--- src/rtl/d_latch_loader_pkg.sv ---
// Package for d_latch_loader.
// Holds the sequencer state encoding, the default timing constants and the
// helper that sizes the shared interval counter.
package d_latch_loader_pkg;

  // Sequencer states. One c pulse is framed by SETUP, PULSE and HOLD intervals.
  // WAIT_DAV then waits for the producer to release dav_.
  typedef enum logic [2:0] {
    StIdle    = 3'd0,
    StSetup   = 3'd1,
    StPulse   = 3'd2,
    StHold    = 3'd3,
    StWaitDav = 3'd4
  } state_e;

  // Default geometry and timing.
  localparam int unsigned DefWidth    = 8;
  localparam int unsigned DefSetupCyc = 2;
  localparam int unsigned DefPulseCyc = 3;
  localparam int unsigned DefHoldCyc  = 2;

  // The counter must hold the largest interval value.
  // It counts down from N and expires at 1.
  function automatic int unsigned cnt_width(input int unsigned setup_cyc,
                                            input int unsigned pulse_cyc,
                                            input int unsigned hold_cyc);
    int unsigned m;
    m = setup_cyc;
    if (pulse_cyc > m) m = pulse_cyc;
    if (hold_cyc > m) m = hold_cyc;
    return $clog2(m + 1);
  endfunction

endpackage

--- src/rtl/d_latch_loader_cycle_counter.sv ---
// cycle_counter: down counter shared by the setup, pulse and hold intervals.
//
// Ports
//   clock    in   system clock, rising edge
//   reset_   in   synchronous active-low reset (counter cleared to 0)
//   load     in   load load_val at the next edge (has priority over counting)
//   load_val in   interval length N (N >= 1)
//   expire   out  high while the count is 1, i.e. on the last cycle of the interval
//
// After loading N, expire is high on the N-th following cycle. The count parks
// at 0 once it has run out.
module cycle_counter
  import d_latch_loader_pkg::*;
#(
  parameter int unsigned CNT_W = cnt_width(DefSetupCyc, DefPulseCyc, DefHoldCyc)
) (
  input  logic             clock,
  input  logic             reset_,
  input  logic             load,
  input  logic [CNT_W-1:0] load_val,
  output logic             expire
);

  logic [CNT_W-1:0] cnt_q, cnt_d;

  always_comb begin
    cnt_d = cnt_q;
    if (load) begin
      cnt_d = load_val;
    end else if (cnt_q != '0) begin
      cnt_d = cnt_q - CNT_W'(1);
    end
  end

  always_ff @(posedge clock) begin
    if (!reset_) begin
      cnt_q <= '0;
    end else begin
      cnt_q <= cnt_d;
    end
  end

  assign expire = (cnt_q == CNT_W'(1));

endmodule

--- src/rtl/d_latch_loader.sv ---
// d_latch_loader: upstream stage for a WIDTH-bit bank of D latches sharing one c line.
//
// A word is taken from the producer over a 4-phase dav_/rfd handshake.
// The word is driven onto d. The stage then raises c for PULSE_CYC cycles.
// d is stable for SETUP_CYC cycles before c rises and for HOLD_CYC cycles after c
// falls, so every latch sees clean setup/hold around the closing edge of c.
//
// Ports
//   clock      in   system clock, all state changes on the rising edge
//   reset_     in   synchronous active-low reset
//   dav_       in   producer data valid, active low
//   data_in    in   producer data, sampled only at the capture edge
//   rfd        out  ready for data (registered)
//   d          out  latch-bank d bus (registered)
//   c          out  latch-bank shared control (registered)
//   preclear_  out  latch-bank clear, active low; only when LATCH_CLEAR_EN is defined
//
// Build option
//   LATCH_CLEAR_EN : adds preclear_. It is low at every edge with reset_=0 and for
//                    one further cycle after reset_ returns high. This clears the
//                    bank on reset. New captures are blocked while it is low.
module d_latch_loader
  import d_latch_loader_pkg::*;
#(
  parameter int unsigned WIDTH     = DefWidth,
  parameter int unsigned SETUP_CYC = DefSetupCyc,
  parameter int unsigned PULSE_CYC = DefPulseCyc,
  parameter int unsigned HOLD_CYC  = DefHoldCyc
) (
  input  logic             clock,
  input  logic             reset_,
  input  logic             dav_,
  input  logic [WIDTH-1:0] data_in,
  output logic             rfd,
  output logic [WIDTH-1:0] d,
  output logic             c
`ifdef LATCH_CLEAR_EN
  ,
  output logic             preclear_
`endif
);

  localparam int unsigned CntW = cnt_width(SETUP_CYC, PULSE_CYC, HOLD_CYC);

  localparam logic [CntW-1:0] SetupLd = CntW'(SETUP_CYC);
  localparam logic [CntW-1:0] PulseLd = CntW'(PULSE_CYC);
  localparam logic [CntW-1:0] HoldLd  = CntW'(HOLD_CYC);

  state_e           state_q, state_d;
  logic [WIDTH-1:0] d_q, d_d;
  logic             c_q, c_d;
  logic             rfd_q, rfd_d;

  logic             cnt_load;
  logic [CntW-1:0]  cnt_val;
  logic             cnt_expire;
  logic             capture_ok;

  // One counter times all three intervals. Each interval reloads it on the
  // cycle the previous one expires, so the intervals run back to back.
  cycle_counter #(
    .CNT_W (CntW)
  ) u_cycle_counter (
    .clock    (clock),
    .reset_   (reset_),
    .load     (cnt_load),
    .load_val (cnt_val),
    .expire   (cnt_expire)
  );

`ifdef LATCH_CLEAR_EN
  logic preclear_q;
  logic reset_q;

  // reset_q remembers last edge's reset_. preclear_ therefore stays low for one
  // cycle past the first edge that sees reset_ high again.
  always_ff @(posedge clock) begin
    reset_q    <= reset_;
    preclear_q <= reset_ & reset_q;
  end

  assign preclear_  = preclear_q;
  assign capture_ok = preclear_q;
`else
  assign capture_ok = 1'b1;
`endif

  always_comb begin
    state_d  = state_q;
    d_d      = d_q;
    c_d      = c_q;
    rfd_d    = rfd_q;
    cnt_load = 1'b0;
    cnt_val  = '0;

    case (state_q)
      StIdle: begin
        if (!dav_ && capture_ok) begin
          d_d      = data_in;
          rfd_d    = 1'b0;
          cnt_load = 1'b1;
          cnt_val  = SetupLd;
          state_d  = StSetup;
        end
      end

      // dav_ is deliberately ignored in the timed states. An early release
      // must not cut the pulse or its hold window short.
      StSetup: begin
        if (cnt_expire) begin
          c_d      = 1'b1;
          cnt_load = 1'b1;
          cnt_val  = PulseLd;
          state_d  = StPulse;
        end
      end

      StPulse: begin
        if (cnt_expire) begin
          c_d      = 1'b0;
          cnt_load = 1'b1;
          cnt_val  = HoldLd;
          state_d  = StHold;
        end
      end

      StHold: begin
        if (cnt_expire) begin
          state_d = StWaitDav;
        end
      end

      // Second half of the 4-phase handshake. A producer still holding dav_
      // low stalls here, so it cannot start a second transfer.
      StWaitDav: begin
        if (dav_) begin
          rfd_d   = 1'b1;
          state_d = StIdle;
        end
      end

      default: begin
        c_d     = 1'b0;
        rfd_d   = 1'b1;
        state_d = StIdle;
      end
    endcase
  end

  always_ff @(posedge clock) begin
    if (!reset_) begin
      state_q <= StIdle;
      d_q     <= '0;
      c_q     <= 1'b0;
      rfd_q   <= 1'b1;
    end else begin
      state_q <= state_d;
      d_q     <= d_d;
      c_q     <= c_d;
      rfd_q   <= rfd_d;
    end
  end

  assign d   = d_q;
  assign c   = c_q;
  assign rfd = rfd_q;

endmodule
--- config.mk ---
export PLATFORM = sky130hd
export DESIGN_NAME = d_latch_loader
export DESIGN_NICKNAME = d
export VERILOG_FILES = /design/src/rtl/d_latch_loader_pkg.sv /design/src/rtl/d_latch_loader_cycle_counter.sv /design/src/rtl/d_latch_loader.sv
export SDC_FILE = /design/constraint.sdc
export NUM_CORES = 1
export LEC_CHECK = 0
export CAP_MARGIN = 40
export CORE_MARGIN = 2
export CORE_UTILIZATION = 47
export CTS_BUF_LIST = sky130_fd_sc_hd__clkbuf_16
export DETAILED_ROUTE_END_ITERATION = 8
export PLACE_DENSITY_LB_ADDON = 0.05
export SLEW_MARGIN = 20
export SYNTH_ARGS = -nofsm -noshare
export SYNTH_HDL_FRONTEND = slang
export SYNTH_SLANG_ARGS = --single-unit
--- constraint.sdc ---
create_clock -name clock -period 3.8 [get_ports clock]
set_input_delay 1.14 -clock clock [delete_from_list [all_inputs] [get_ports clock]]
set_output_delay 1.14 -clock clock [all_outputs]
set_load 0.005 [all_outputs]
==> results.md <==
* Status: finished clean
* Standard-cell row count at 13
* Largest net degree at the start of global routing at 12
* Postcts setup bufs at 0
* Clk_lat worst skew at 240 ps
* Vias at 554
* PD cells at 635 nW/um^2
* GP Congestion at 0.763
* Worst Setup End Kind: register
* Finished Cell Area at 951 sq um
* Die W at 41.5 um
* Residual DRC at 0
* Via density at 5.28
* Main synth FF type: dfxtp_1
* Num CTS Buffers at 3
* Vias in the first global route at 515
* Final Hold Viols at 0
* Post-synth ARST share at 0
* Iter 0 DRT Violations at 10
* First-pass GRT wire length at 2190 um
* Syn Area/Cell at 9.73 sq um
* Final worst path period need at 2360 ps
* Drt pass-1 iters at 4
* Sw Pwr at 0.000166 W
* Syn Inst Count at 68
* Die Span Y at 41.5 um
* Post-CTS Hold Fix Bufs at 0
* Maximum clock rate at 0.424 GHz
* Synth warn at 0
* Net count after synthesis at 81
* Clk_skew at 2.93 ps
* Hold Path Class: register to register
* Slew of the pin with the lowest slew margin at 439 ps
* DIE AREA at 1720 sq um
* Antenna viol nets, final at 0
* CTS tree: yes
* IO Pins at 21
* Maximum level of the CTS H-tree at 1
* Root buffer cell: clkbuf_16
* Sequential share of the synthesized area at 0.454
* Max-slew violations at 0
* Post-synth EDFFs at 0
* Sequential Power Share at 0.351
* Grt ovf at 0
* Initial antenna violation count at 0
* DPL Wire Length at 894 um
* WP data required at 3920 ps
* Sw Ratio at 0.274
* Longest Clk Path Bufs at 2
* Synthesized area at 662 sq um
* Headroom to the max-slew limit at 0.707
* IO Port Bufs at 20
* CP arrival at 2470 ps
* DRT Wirelength at 1300 um
* RSZ-0062 raised after global routing: false
* Max-Cap Viols at 0
* Comb pwr share at 0.321
* Routed length per instance at 12.4 um
* Final worst-path cycle share at 0.620
* Unique cell type count in the Yosys netlist at 24
* Share of layout cells above drive strength 1 at 0.0667
* Ant. Diodes at 0
* Fin Setup TNS at 0 ps
* Placed inst area at 872 sq um
* Seq cells post-synth at 15
* Clk sink count at 15
* P_int at 0.000438 W
* Initial Utilization at 0.509
* Synth-to-layout area growth at 43.7%
* Crit Path Class: primary input to register
* Core ar. at 1300 sq um
* CTS resizes at 0
* GRT Util Overall at 0.167
* Clock transition at path regs at 50 ps
* Clock power frac at 0.328
* Total leakage power at 0.394 nW
* Crit Path Max Fanout at 9
* Final setup fails at 0
* # fillers at 111
* Critical path startpoint category: primary input
* Fin nets at 104
* Max VDD drop at 432 uV
-- critical path, cell delays in order --
cell,delay (ps)
clkdlybuf4s50_1,460
or3_4,390
nor2_8,200
mux2i_1,230
nor2_1,50
-- kinds of logic (layout without fill, tap and decap cells) --
kind of cell,Yosys count,in the layout,share of synthesized area
AOI/OAI and AO/OA,12,12,0.134
xor gates and xnor gates,1,1,0.0132
adders and majority gates,2,2,0.0378
buffers and inverters,7,29,0.0416
DFF,15,15,0.454
muxes,9,9,0.136
and+or+nand+nor,22,22,0.183
-- registers in the layout, indices dropped and copies added (netlist names) --
name and flops:
c 1, rfd 1, d 8, state_q 3
u_cycle_counter.cnt_q 2
-- final cells by class --
cell class                      count  area (sq um)  area share
Sequential cell                    15           300       0.316
Inverter                            5          18.8      0.0197
Timing Repair Buffer               20           200       0.211
Tap cell                           15          18.8      0.0197
Clock inverter                      1          3.75     0.00395
Multi-Input combinational cell     46           334       0.351
Clock buffer                        3          75.1      0.0789
-- through the flow --
stage	setup slack, ps	util	total power [W]	hold slack (ps)	cells
global placement	1230	0.670	0.000404	475	101
detailed placement	1200	0.670	0.000409	490	101
global route	1340	0.731	0.000640	527	105
floorplan	1770	-	0.000344	485	68
CTS	1430	0.731	0.000609	497	105
finish	1440	0.731	0.000604	490	105
-- cells in the mapped netlist (all sizes together) (2+ instances only) --
cell | n | share of area
nor2 | 12 | 0.093
nand2 | 2 | 0.011
ha | 2 | 0.038
dfxtp | 15 | 0.45
mux2i | 9 | 0.14
a2bb2oi | 2 | 0.026
nor3 | 3 | 0.023
a21oi | 2 | 0.015
and2 | 2 | 0.019
inv | 5 | 0.028
o21ai | 2 | 0.015
-- per-layer routing --
metal  track usage  share of wire  up-vias  routed length (um)
li1              -              -      278                   -
met1         0.202           0.46      259                 592
met2         0.278           0.48       17                 619
met3        0.0652          0.066        0                  85
met4        0.0387              0        0                   0
met5             0              0        -                   0
-- path summary, 6_finish.rpt --
path                            depth (start not counted)  slack [ps]                                  start                                    end
worst min register to register                          2         490                      d[4]$_SDFFE_PN0N_                      d[4]$_SDFFE_PN0N_
worst max register to register                          6        2360  u_cycle_counter.cnt_q[1]$_SDFFE_PN0P_  u_cycle_counter.cnt_q[0]$_SDFFE_PN0P_
worst min-delay path                                    2         490                      d[4]$_SDFFE_PN0N_                      d[4]$_SDFFE_PN0N_
worst max-delay path                                    5        1440                                   dav_                      d[5]$_SDFFE_PN0N_
-- placed cells by master, fill, tap and decap left out, types with 2 or more instances in the layout --
| master | synthesis | layout |
|---|---|---|
| o21ai_0 | 2 | 2 |
| clkdlybuf4s50_1 | 0 | 20 |
| mux2i_1 | 9 | 9 |
| nand2_1 | 2 | 2 |
| a21oi_1 | 2 | 2 |
| a2bb2oi_1 | 2 | 2 |
| ha_1 | 2 | 2 |
| inv_1 | 5 | 6 |
| dfxtp_1 | 15 | 15 |
| nor2_1 | 11 | 11 |
| clkbuf_16 | 0 | 3 |
| nor3_1 | 3 | 3 |
| and2_1 | 2 | 2 |
-- power by group through the flow --
stage | Clock, W | Sequential [W] | Combinational, W
6_report | 0.000198 | 0.000212 | 0.000194
5_1_grt | 0.000209 | 0.000216 | 0.000214
4_1_cts | 0.000201 | 0.000212 | 0.000196
3_5_place_dp | 0 | 0.000215 | 0.000194
3_3_place_gp | 0 | 0.000214 | 0.000190
2_1_floorplan | 0 | 0.000212 | 0.000133
(Power assumes the default switching activity.)
